### src/rtl/multicycle_ctrl.sv
// multicycle_ctrl: control FSM that sequences fetch, decode, execute,
// memory and writeback over one datapath and one shared memory port.
module multicycle_ctrl (
  input  logic        clk,
  input  logic        reset,
  input  logic [31:0] instr,
  input  logic        alu_zero,
  input  logic        mem_ready,
  output logic        mem_req,
  output logic        mem_we,
  output logic        mem_sel_data,
  output logic        ir_write,
  output logic        pc_write,
  output logic        pc_src,
  output logic        alu_src_b,
  output logic [1:0]  alu_op,
  output logic        reg_write,
  output logic        mem_to_reg,
  output logic        illegal,
  output logic [31:0] retired,
  output logic [3:0]  state
);

  typedef enum logic [3:0] {
    S_IDLE      = 4'd0,
    S_FETCH     = 4'd1,
    S_DECODE    = 4'd2,
    S_EXEC_R    = 4'd3,
    S_EXEC_I    = 4'd4,
    S_ALU_WB    = 4'd5,
    S_MEM_ADDR  = 4'd6,
    S_MEM_READ  = 4'd7,
    S_MEM_WB    = 4'd8,
    S_MEM_WRITE = 4'd9,
    S_BRANCH    = 4'd10,
    S_HALT      = 4'd11
  } state_t;

  localparam logic [6:0] OP_R  = 7'b0110011;
  localparam logic [6:0] OP_I  = 7'b0010011;
  localparam logic [6:0] OP_LD = 7'b0000011;
  localparam logic [6:0] OP_ST = 7'b0100011;
  localparam logic [6:0] OP_BR = 7'b1100011;

  localparam logic [1:0] ALU_ADD = 2'b00;
  localparam logic [1:0] ALU_SUB = 2'b01;
  localparam logic [1:0] ALU_FN  = 2'b10;

  state_t      state_q;
  state_t      state_d;
  logic        ill_q;
  logic [31:0] ret_q;

  logic [6:0]  opcode;
  logic [2:0]  funct3;
  logic        is_r;
  logic        is_i;
  logic        is_ld;
  logic        is_st;
  logic        is_br;
  logic        known;
  logic        br_legal;
  logic        taken;
  logic        ret_inc;
  logic        ill_set;
  logic        unused_instr;

  assign opcode   = instr[6:0];
  assign funct3   = instr[14:12];
  assign is_r     = (opcode == OP_R);
  assign is_i     = (opcode == OP_I);
  assign is_ld    = (opcode == OP_LD);
  assign is_st    = (opcode == OP_ST);
  assign is_br    = (opcode == OP_BR);
  assign known    = is_r | is_i | is_ld
                  | is_st | is_br;

  // only beq/bne are wired to the zero-flag compare
  assign br_legal = (funct3[2:1] == 2'b00);
  assign taken    = alu_zero ^ funct3[0];

  assign unused_instr = ^{instr[31:15],
                          instr[11:7]};

  always_ff @(posedge clk) begin
    if (reset) begin
      state_q <= S_IDLE;
      ill_q   <= 1'b0;
      ret_q   <= '0;
    end else begin
      state_q <= state_d;
      if (ill_set) ill_q <= 1'b1;
      if (ret_inc) ret_q <= ret_q + 32'd1;
    end
  end

  always_comb begin
    state_d = state_q;
    unique case (state_q)
      S_IDLE:
        state_d = S_FETCH;
      S_FETCH:
        if (mem_ready) state_d = S_DECODE;
      S_DECODE: begin
        unique case (1'b1)
          is_r:          state_d = S_EXEC_R;
          is_i:          state_d = S_EXEC_I;
          is_ld | is_st: state_d = S_MEM_ADDR;
          is_br:         state_d = S_BRANCH;
          default:       state_d = S_HALT;
        endcase
      end
      S_EXEC_R,
      S_EXEC_I:
        state_d = S_ALU_WB;
      S_ALU_WB:
        state_d = S_FETCH;
      S_MEM_ADDR:
        state_d = is_ld ? S_MEM_READ
                        : S_MEM_WRITE;
      S_MEM_READ:
        if (mem_ready) state_d = S_MEM_WB;
      S_MEM_WB:
        state_d = S_FETCH;
      S_MEM_WRITE:
        if (mem_ready) state_d = S_FETCH;
      S_BRANCH:
        state_d = br_legal ? S_FETCH
                           : S_HALT;
      S_HALT:
        state_d = S_HALT;
      default:
        state_d = S_IDLE;
    endcase
  end

  always_comb begin
    mem_req      = 1'b0;
    mem_we       = 1'b0;
    mem_sel_data = 1'b0;
    ir_write     = 1'b0;
    pc_write     = 1'b0;
    pc_src       = 1'b0;
    alu_src_b    = 1'b0;
    alu_op       = ALU_ADD;
    reg_write    = 1'b0;
    mem_to_reg   = 1'b0;
    ret_inc      = 1'b0;
    ill_set      = 1'b0;
    unique case (state_q)
      S_FETCH: begin
        mem_req  = 1'b1;
        ir_write = mem_ready;
        pc_write = mem_ready;
      end
      S_DECODE:
        ill_set = ~known;
      S_EXEC_R: begin
        alu_src_b = 1'b0;
        alu_op    = ALU_FN;
      end
      S_EXEC_I: begin
        alu_src_b = 1'b1;
        alu_op    = ALU_FN;
      end
      // hold the EXEC operand select; bit 5 tells R from I
      S_ALU_WB: begin
        alu_src_b = ~instr[5];
        alu_op    = ALU_FN;
        reg_write = 1'b1;
        ret_inc   = 1'b1;
      end
      S_MEM_ADDR: begin
        alu_src_b = 1'b1;
        alu_op    = ALU_ADD;
      end
      S_MEM_READ: begin
        mem_req      = 1'b1;
        mem_sel_data = 1'b1;
        alu_src_b    = 1'b1;
        alu_op       = ALU_ADD;
      end
      S_MEM_WB: begin
        reg_write  = 1'b1;
        mem_to_reg = 1'b1;
        ret_inc    = 1'b1;
      end
      S_MEM_WRITE: begin
        mem_req      = 1'b1;
        mem_we       = 1'b1;
        mem_sel_data = 1'b1;
        alu_src_b    = 1'b1;
        alu_op       = ALU_ADD;
        ret_inc      = mem_ready;
      end
      S_BRANCH: begin
        alu_src_b = 1'b0;
        alu_op    = ALU_SUB;
        pc_write  = br_legal & taken;
        pc_src    = br_legal & taken;
        ret_inc   = br_legal;
        ill_set   = ~br_legal;
      end
      default: begin
        mem_req = 1'b0;
      end
    endcase
  end

  assign illegal = ill_q;
  assign retired = ret_q;
  assign state   = state_q;

endmodule

### config.mk
export PLATFORM = sky130hd
export DESIGN_NAME = multicycle_ctrl
export DESIGN_NICKNAME = d
export VERILOG_FILES = /design/src/rtl/multicycle_ctrl.sv
export SDC_FILE = /design/constraint.sdc
export NUM_CORES = 1
export LEC_CHECK = 0
export BUFFER_PORTS_ARGS = -buffer_cell sky130_fd_sc_hd__buf_2
export CAP_MARGIN = 0
export CORE_UTILIZATION = 34
export CTS_BUF_LIST = sky130_fd_sc_hd__clkbuf_4 sky130_fd_sc_hd__clkbuf_8
export CTS_CLUSTER_DIAMETER = 50
export DETAILED_ROUTE_END_ITERATION = 12
export GPL_TIMING_DRIVEN = 0
export PLACE_DENSITY = 0.59
export REMOVE_ABC_BUFFERS = 1
export SYNTH_ARGS = -nofsm -noshare
export SYNTH_HDL_FRONTEND = slang
export SYNTH_SLANG_ARGS = --single-unit
### constraint.sdc
create_clock -name clk -period 5.9 [get_ports clk]
set_input_delay 1.18 -clock clk [delete_from_list [all_inputs] [get_ports clk]]
set_output_delay 1.18 -clock clk [all_outputs]
set_load 0.03 [all_outputs]
# ---- After elaboration in Yosys (flattened, before gate mapping)
# Cells that the tools add are included.
dict set report op_classes {
  bitwise_logic 10
  n_mux 19
  n_addsub 1
  n_eq_ne 19
  reduce_logical 10
}
# op count
set ops {}
lappend ops {{$pmux W4 S9} 1}
lappend ops {{$add A32 B1 Y32 const B} 1}
lappend ops {{$mux W4} 5}
lappend ops {{$eq A4 B3 Y1 const B} 4}
lappend ops {{$eq A4 B4 Y1 const B} 4}
lappend ops {{$pmux W4 S4} 1}
lappend ops {{$eq A7 B6 Y1 const B} 2}
lappend ops {{$reduce_or A3 Y1} 3}
lappend ops {{$eq A4 B2 Y1 const B} 2}
lappend ops {{$eq A7 B2 Y1 const B} 1}
lappend ops {{$eq A7 B5 Y1 const B} 1}
lappend ops {{$eq A7 B7 Y1 const B} 1}
lappend ops {{$mux W1} 7}
lappend ops {{$ne A2 B2 Y1 const B} 3}
lappend ops {{$pmux W1 S2} 3}
lappend ops {{$reduce_or A2 Y1} 3}
lappend ops {{$or A1 B1 Y1} 5}
lappend ops {{$eq A4 B1 Y1 const B} 1}
lappend ops {{$logic_not A4 Y1} 1}
lappend ops {{$pmux W2 S2} 1}
lappend ops {{$reduce_or A4 Y1} 1}
lappend ops {{$not A1 Y1} 3}
lappend ops {{$pmux W1 S3} 1}
lappend ops {{$reduce_and A3 Y1} 1}
lappend ops {{3 further kinds} 3}
dict set report totals {
  wordCells 62
  inputBits 36
  out_inout_bits 48
  ff_bits 37
}

# ---- Depth between registers and ports, before layout
# Gate-level depths: netlist of the first run.
dict set report logic_depth {
  ltp_word 7
  mapped_depth 8
  ltp_nobuf 5
}

# ---- Worst setup path before layout of the first run
# Ideal clock, no wire load.
dict set report synth_timing {
  path_kind {input -> output}
  start {input mem_ready}
  end {output pc_write}
  required_ns 4.720
  arrival_time_ns 2.591
  path_buffers 0
  stages 3
  path_slack_ns 2.129
  path_cell_list {inv_1 -> nor4_1 -> or2_2}
}
dict set report synth_via {
  elab_chain_cells 1
}
# item line
set synth_rtl {}
lappend synth_rtl {{start: declaration} 8} ;# input logic mem_ready,
lappend synth_rtl {{$pmux W1 S2} 150} ;# unique case (state_q)
lappend synth_rtl {{end: declaration} 13} ;# output logic pc_write,
# No other way between the ends.

# ---- Worst setup path in the final report of the first run
dict set report layout_timing {
  start {input instr[14]}
  end {output pc_write}
}
dict set report layout_via {
  elab_chain_cells 3
}
# item line
set layout_rtl {}
lappend layout_rtl {{start: declaration} 6} ;# input logic [31:0] instr,
lappend layout_rtl {{$logic_not A2 Y1} 79} ;# assign br_legal = (funct3[2:1] == 2'b00);
lappend layout_rtl {{$and A1 B1 Y1} 199} ;# pc_write = br_legal & taken;
lappend layout_rtl {{$pmux W1 S2} 150}
# No other way between the ends.

==> results of run 1 <==
cells by family after synthesis:
| family | Yosys count | synth area share |
|---|---|---|
| and+or+nand+nor | 116 | 0.309 |
| buffers and inverters | 27 | 0.0610 |
| adders and majority gates | 1 | 0.00575 |
| xor gates and xnor gates | 2 | 0.00805 |
| DFF | 37 | 0.340 |
| AOI/OAI and AO/OA | 97 | 0.275 |
worst paths after layout:
path,slack [ps],depth (start not counted),end,startpoint
min reg2reg,480,2,illegal$_SDFFE_PP0P_,illegal$_SDFFE_PP0P_
min,480,2,illegal$_SDFFE_PP0P_,illegal$_SDFFE_PP0P_
max,2440,5,pc_write,instr[14]
max reg2reg,3150,5,retired[28]$_SDFFE_PP0P_,retired[3]$_SDFFE_PP0P_
synth_stat cells (all sizes together), types with 4 or more instances:
| cell type | count | share of area |
|---|---|---|
| a21oi | 44 | 0.10 |
| and2 | 4 | 0.011 |
| and3 | 5 | 0.014 |
| buf | 5 | 0.023 |
| clkbuf | 15 | 0.026 |
| dfxtp | 37 | 0.34 |
| inv | 7 | 0.012 |
| nand2 | 16 | 0.028 |
| nand2b | 4 | 0.011 |
| nand3 | 16 | 0.037 |
| nand4 | 8 | 0.023 |
| nor2 | 19 | 0.033 |
| o21ai | 13 | 0.030 |
| o31ai | 24 | 0.083 |
| or4 | 24 | 0.085 |
tightest hold or removal path: cells and delay by family, from the launching register on:
family | cells | cell delay, ps
DFF | 1 | 330
and+or+nand+nor | 2 | 120
state kept, by name, summed over array words and instances, names as in the netlist:
register	count
retired	32
illegal	1
state	4
layer usage:
layer | GRT usage | vias to the layer above | routed length [um]
li1 | - | 1175 | -
met1 | 0.239 | 1061 | 2810
met2 | 0.269 | 41 | 2560
met3 | 0.0200 | 2 | 162
met4 | 0.0526 | 0 | 29
met5 | 0 | - | 0
stage by stage:
| stage | setup WS, ps | power [uW] |
|---|---|---|
| 3_5_place_dp | 2430 | 398 |
| 2_1_floorplan | 2130 | 358 |
| 3_3_place_gp | 2430 | 397 |
| 5_1_grt | 2350 | 604 |
| 4_1_cts | 2430 | 584 |
| 6_report | 2440 | 576 |
placed cells by master (no fill, tap or decap), drive strengths merged, types with 2 or more instances in the layout:
cell / count
clkbuf: 7
nor4: 2
and4: 3
buf: 61
or3: 3
xnor2: 2
nor2b: 2
nor3: 2
and2: 4
a21oi: 44
o21a: 2
o41ai: 2
o31ai: 24
or4: 24
dfxtp: 37
nand3b: 2
a2111oi: 2
and3: 5
nand4: 8
o21ai: 13
nand3: 16
nand2b: 4
nor2: 19
inv: 7
nand2: 16
area by class of cell:
class / instances / area (um2) / share of cell area
timing repair buffer: 61 / 305 / 0.119
clock buffer: 7 / 90.1 / 0.0352
tap: 75 / 93.8 / 0.0367
inverter: 7 / 26.3 / 0.0103
sequential: 37 / 741 / 0.289
multi-input combinational: 216 / 1300 / 0.509
report_power, final:
part           switching, uW  internal [uW]  total (uW)
Sequential              20.0            256         276
Clock                   86.5           97.4         184
Combinational           80.5           35.4         116
==> results.cfg, run 1 <==
[floorplanning]
die_x_um = 82.0
start_util = 0.359
die_area_um2 = 6720
die_h_um = 82.0
core_area_um2 = 6060
io_pins = 84
fp-row-count = 28

[global_routing]
grt_max_degree = 58
track_usage = 0.170
grt_pass1_vias = 1900
grt_pass1_wl_mm = 9.02
grt_overflow = 0
antenna_found_initial = 0

[layout]
layout.nets = 365
drive_gt1_frac = 0.220
design_area_um2 = 2560
fillers = 657
area_delta_synth_final_pct = 17.6
final_util = 0.422
n_antenna_cell = 0
fin_cells = 403

[timing]
fin_crit_sh = 0.587
finalHoldViolCount = 0
tightest_slew_ps = 1230
finalSetupViolCount = 0
setup_tns_ps = 0
fin_hold_ws_ps = 478
max_freq_mhz = 289
finClkSkew_ps = 10.5
period_needed_ps = 3470
maxSlewViolCount = 0
rsz0062_at_grt = no
slew-limit-headroom = 0.175

[clocking]
clkLatencyLatePin_ps = 280
postCtsSetupBuffers = 0
cts_inserted_buffers = 5
cts-hold-fix-buffers = 0
cts-root-buf = clkbuf_8
tritoncts = done
clkTransAtPathRegs_ps = 60
cts_max_level = 2
ctsResizeCount = 0
clockBufferDepth = 2
cts.sinks = 37

[logic_synthesis]
ys.flop_type = dfxtp_1
ys_warn_count = 0
async_flop_share = 0
syn_inst = 280
synth_seq_area_share = 0.340
synth_edf_count = 0
synth_seq_cells = 37
synth_area_um2 = 2180
ys_types = 46
syn_avg_cell_area_um2 = 7.77

[placed_design]
placed_cells = 396
dp_hpwl_mm = 3.77
port-buffer-count = 61
dpl-instance-area_um2 = 2470
routabilityCongestion = 0.775

[setup_path]
required_ps = 4720
slowest_stage = or4_4
crit_arrival_ps = 2290
crit_family = simple AND/OR/NAND/NOR gates
worstPathMaxFanout = 4
startpoint_type = input pin
crit_chain = buf_2 -> or4_4 -> nor2_1 -> or2_2 -> buf_2
max_stage_delay_ps = 560
cp.buffers_inverters = 2
crit_top_cell = buf_2
worstSetupEndpointType = output port
crit_type = input pin to output port

[route]
via_per_inst = 5.66
post_drt_wl_per_cell_um = 13.8
dr.pass1.iters = 4
routed_wl_mm = 5.56
remaining_drc_errors = 0
via_count = 2279
ant_nets = 0
drt_iter0_markers = 112

[power]
powerDensity_nw_per_um2 = 225
irDropWorstVdd_uv = 96.9
power.leakage_uw = 0.000926

[worst_hold_path]
hold_path_class = flop to flop

[outcome]
status = finished, final reports clean

[job]
maxCapViolCount = 0
Power figures use the tool's default switching activity.
==> inputs of run 2 (changes only) <==
--- a/config.mk
+++ b/config.mk
@@ -5,6 +5,7 @@
 export SDC_FILE = /design/constraint.sdc
 export NUM_CORES = 1
 export LEC_CHECK = 0
+export ABC_AREA = 1
 export BUFFER_PORTS_ARGS = -buffer_cell sky130_fd_sc_hd__buf_2
 export CAP_MARGIN = 0
 export CORE_UTILIZATION = 34
@@ -12,7 +13,7 @@
 export CTS_CLUSTER_DIAMETER = 50
 export DETAILED_ROUTE_END_ITERATION = 12
 export GPL_TIMING_DRIVEN = 0
-export PLACE_DENSITY = 0.59
+export PLACE_DENSITY = 0.6
 export REMOVE_ABC_BUFFERS = 1
 export SYNTH_ARGS = -nofsm -noshare
 export SYNTH_HDL_FRONTEND = slang
==> constraint.sdc (replaced) <==
create_clock -name clk -period 3.15 [get_ports clk]
set_input_delay 0.63 -clock clk [delete_from_list [all_inputs] [get_ports clk]]
set_output_delay 0.63 -clock clk [all_outputs]
set_load 0.03 [all_outputs]
==> run 2 against run 1 <==
  * Via count increased by 22%
  * Die area is 17% higher
  * Sequential share of layout area fell by 4.4 points
  * Clock-buffer cell count did not move
  * Sequential cell count is the same
  * Power rose by 150%
  * Final cell count up 47%
  * Wire length is 23% higher
  * Sequential power rose by 93%
  * Area after synthesis rose by 17%
  * Global-route usage grew 0.80 points
  * Critical endpoint unchanged
  * Largest power group unchanged
==> results.cfg, run 2 <==
[outcome]
status = finished, final reports clean

[timing]
max_freq_mhz = 459
fin_crit_sh = 0.692
fin_ws_ps = 970
finClkSkew_ps = 2.91
finalHoldViolCount = 0
setup_tns_ps = 0
maxSlewViolCount = 0
tightest_slew_ps = 789
rsz0062_at_grt = no
finalSetupViolCount = 0
period_needed_ps = 2180
slew-limit-headroom = 0.473

[logic_synthesis]
synth_seq_area_share = 0.290
syn_avg_cell_area_um2 = 5.88
synth_common_cells = nand2_1 (161), nor2_1 (78), inv_1 (40)
synth_seq_cells = 37
synth_top_area_frac = 0.290
syn_inst = 435
ys.flop_type = dfxtp_1
async_flop_share = 0
synth_area_um2 = 2560
yosysMostFrequentCell = nand2_1
netlist_top_cells_area = dfxtp_1 (29%), nand2_1 (24%), nor2_1 (11%)
synth_edf_count = 0
ys_types = 28
synth_top_area_cell = dfxtp_1
ys_warn_count = 0

[clocking]
cts_max_level = 2
cts_inserted_buffers = 5
postCtsSetupBuffers = 0
clkTransAtPathRegs_ps = 70
clkLatencyLatePin_ps = 300
clockBufferDepth = 2
tritoncts = done
cts-hold-fix-buffers = 0
cts.sinks = 37
ctsResizeCount = 0
cts-root-buf = clkbuf_8

[layout]
fin_cells = 594
design_area_um2 = 3010
largest_register_ff_count = 32
area_delta_synth_final_pct = 17.8
layout_common_cells = nand2_1 (161), nor2_1 (78), buf_2 (61)
drive_gt1_frac = 0.192
final_util = 0.415
n_antenna_cell = 0
final_common_cell = nand2_1
layout.nets = 531

[placed_design]
routabilityCongestion = 0.880
dp_hpwl_mm = 5.20
placed_cells = 586
pre_cts_ws_ps = 1040
dpl-instance-area_um2 = 2910
port-buffer-count = 61

[setup_path]
worstPathMaxFanout = 6
startpoint_type = flop
required_ps = 2520
crit_arrival_ps = 1550
slowest_stage = dfxtp_1
worstSetupEndpointType = output port
crit_chain = nor2_1 -> inv_1 -> nor2_1 -> inv_1 -> o22ai_1 -> buf_2
crit_type = flop to output port
max_stage_delay_ps = 390

[worst_hold_path]
hold_path_class = flop to flop

[route]
remaining_drc_errors = 0
dr.pass1.iters = 4
post_drt_wl_per_cell_um = 11.5
ant_nets = 0
via_per_inst = 4.67
via_count = 2772
routed_wl_mm = 6.81
drt_iter0_markers = 143

[floorplanning]
die_area_um2 = 7870
die_h_um = 88.7
die_x_um = 88.7
io_pins = 84
core_area_um2 = 7250
start_util = 0.352
fp-row-count = 31

[power]
power.leakage_uw = 0.00127
irDropWorstVdd_uv = 372
power.switching_uw = 596
switching_share = 0.418
internal_power_uw = 830
powerDensity_nw_per_um2 = 473
p_clk_frac = 0.261
combPwrFrac = 0.364
seqPwrFrac = 0.374

[job]
maxCapViolCount = 0

[global_routing]
grt_max_degree = 39
grt_overflow = 0
antenna_found_initial = 0
track_usage = 0.178
grt_pass1_vias = 2366
grt_pass1_wl_mm = 10.9
## run 2: changes by cell type after synthesis, sizes merged, moves of 12 or more
cell and change:
a21oi -15, clkbuf -12, inv +36, nand2 +150, nand3 +18, nor2 +68
o31ai -24, or4 -24
## run 2: stage by stage
| stage | hold WS (ps) | total power, uW |
|---|---|---|
| 6_report | 482 | 1430 |
| 5_1_grt | 493 | 1510 |
| 4_1_cts | 488 | 1440 |
| 3_5_place_dp | 479 | 1070 |
| 3_3_place_gp | 464 | 1070 |
| 2_1_floorplan | 582 | 916 |
## run 2: area by class of cell
cell class | count | area, um2
Tap cell | 99 | 124
Inverter | 43 | 161
Multi-Input combinational cell | 346 | 1580
Clock buffer | 7 | 96.3
Clock inverter | 1 | 5.00
Timing Repair Buffer | 61 | 305
Fill cell | 812 | 4240
Sequential cell | 37 | 741
## run 2: power by group through the flow
stage          Sequential (uW)  Combinational, uW  Clock, uW
2_1_floorplan              597                319          0
5_1_grt                    539                570        402
3_3_place_gp               545                521          0
6_report                   534                519        373
4_1_cts                    534                524        383
3_5_place_dp               545                523          0
## run 2: metal layers
metal	part of all wire	GRT usage	vias up
li1	-	-	1485
met1	0.48	0.230	1213
met2	0.47	0.303	67
met3	0.038	0.0299	7
met4	0.010	0.0528	0
met5	0	0	-
## run 2: critical path, delay by kind of cell, from the launching register on
family,cells,cell delay (ps)
flip-flops,1,390
buffers and inverters,3,380
AND/OR/NAND/NOR,2,350
AO/OA/AOI/OAI,1,140
## run 2: path summary, 6_finish.rpt
| check | start | end | slack (ps) | cells after the start |
|---|---|---|---|---|
| max | state[3]$_SDFFE_PP0P_ | pc_write | 970 | 6 |
| min | illegal$_SDFFE_PP0P_ | illegal$_SDFFE_PP0P_ | 480 | 2 |
| max reg2reg | state[3]$_SDFFE_PP0P_ | retired[10]$_SDFFE_PP0P_ | 1120 | 9 |
| min reg2reg | illegal$_SDFFE_PP0P_ | illegal$_SDFFE_PP0P_ | 480 | 2 |
## run 2: kinds of logic after synthesis
| kind of cell | Yosys count | share of synthesized area |
|---|---|---|
| and+or+nand+nor | 297 | 0.492 |
| buffers and inverters | 52 | 0.0925 |
| AOI/OAI and AO/OA | 39 | 0.0896 |
| DFF | 37 | 0.290 |
| xor gates and xnor gates | 9 | 0.0308 |
| adders and majority gates | 1 | 0.00489 |
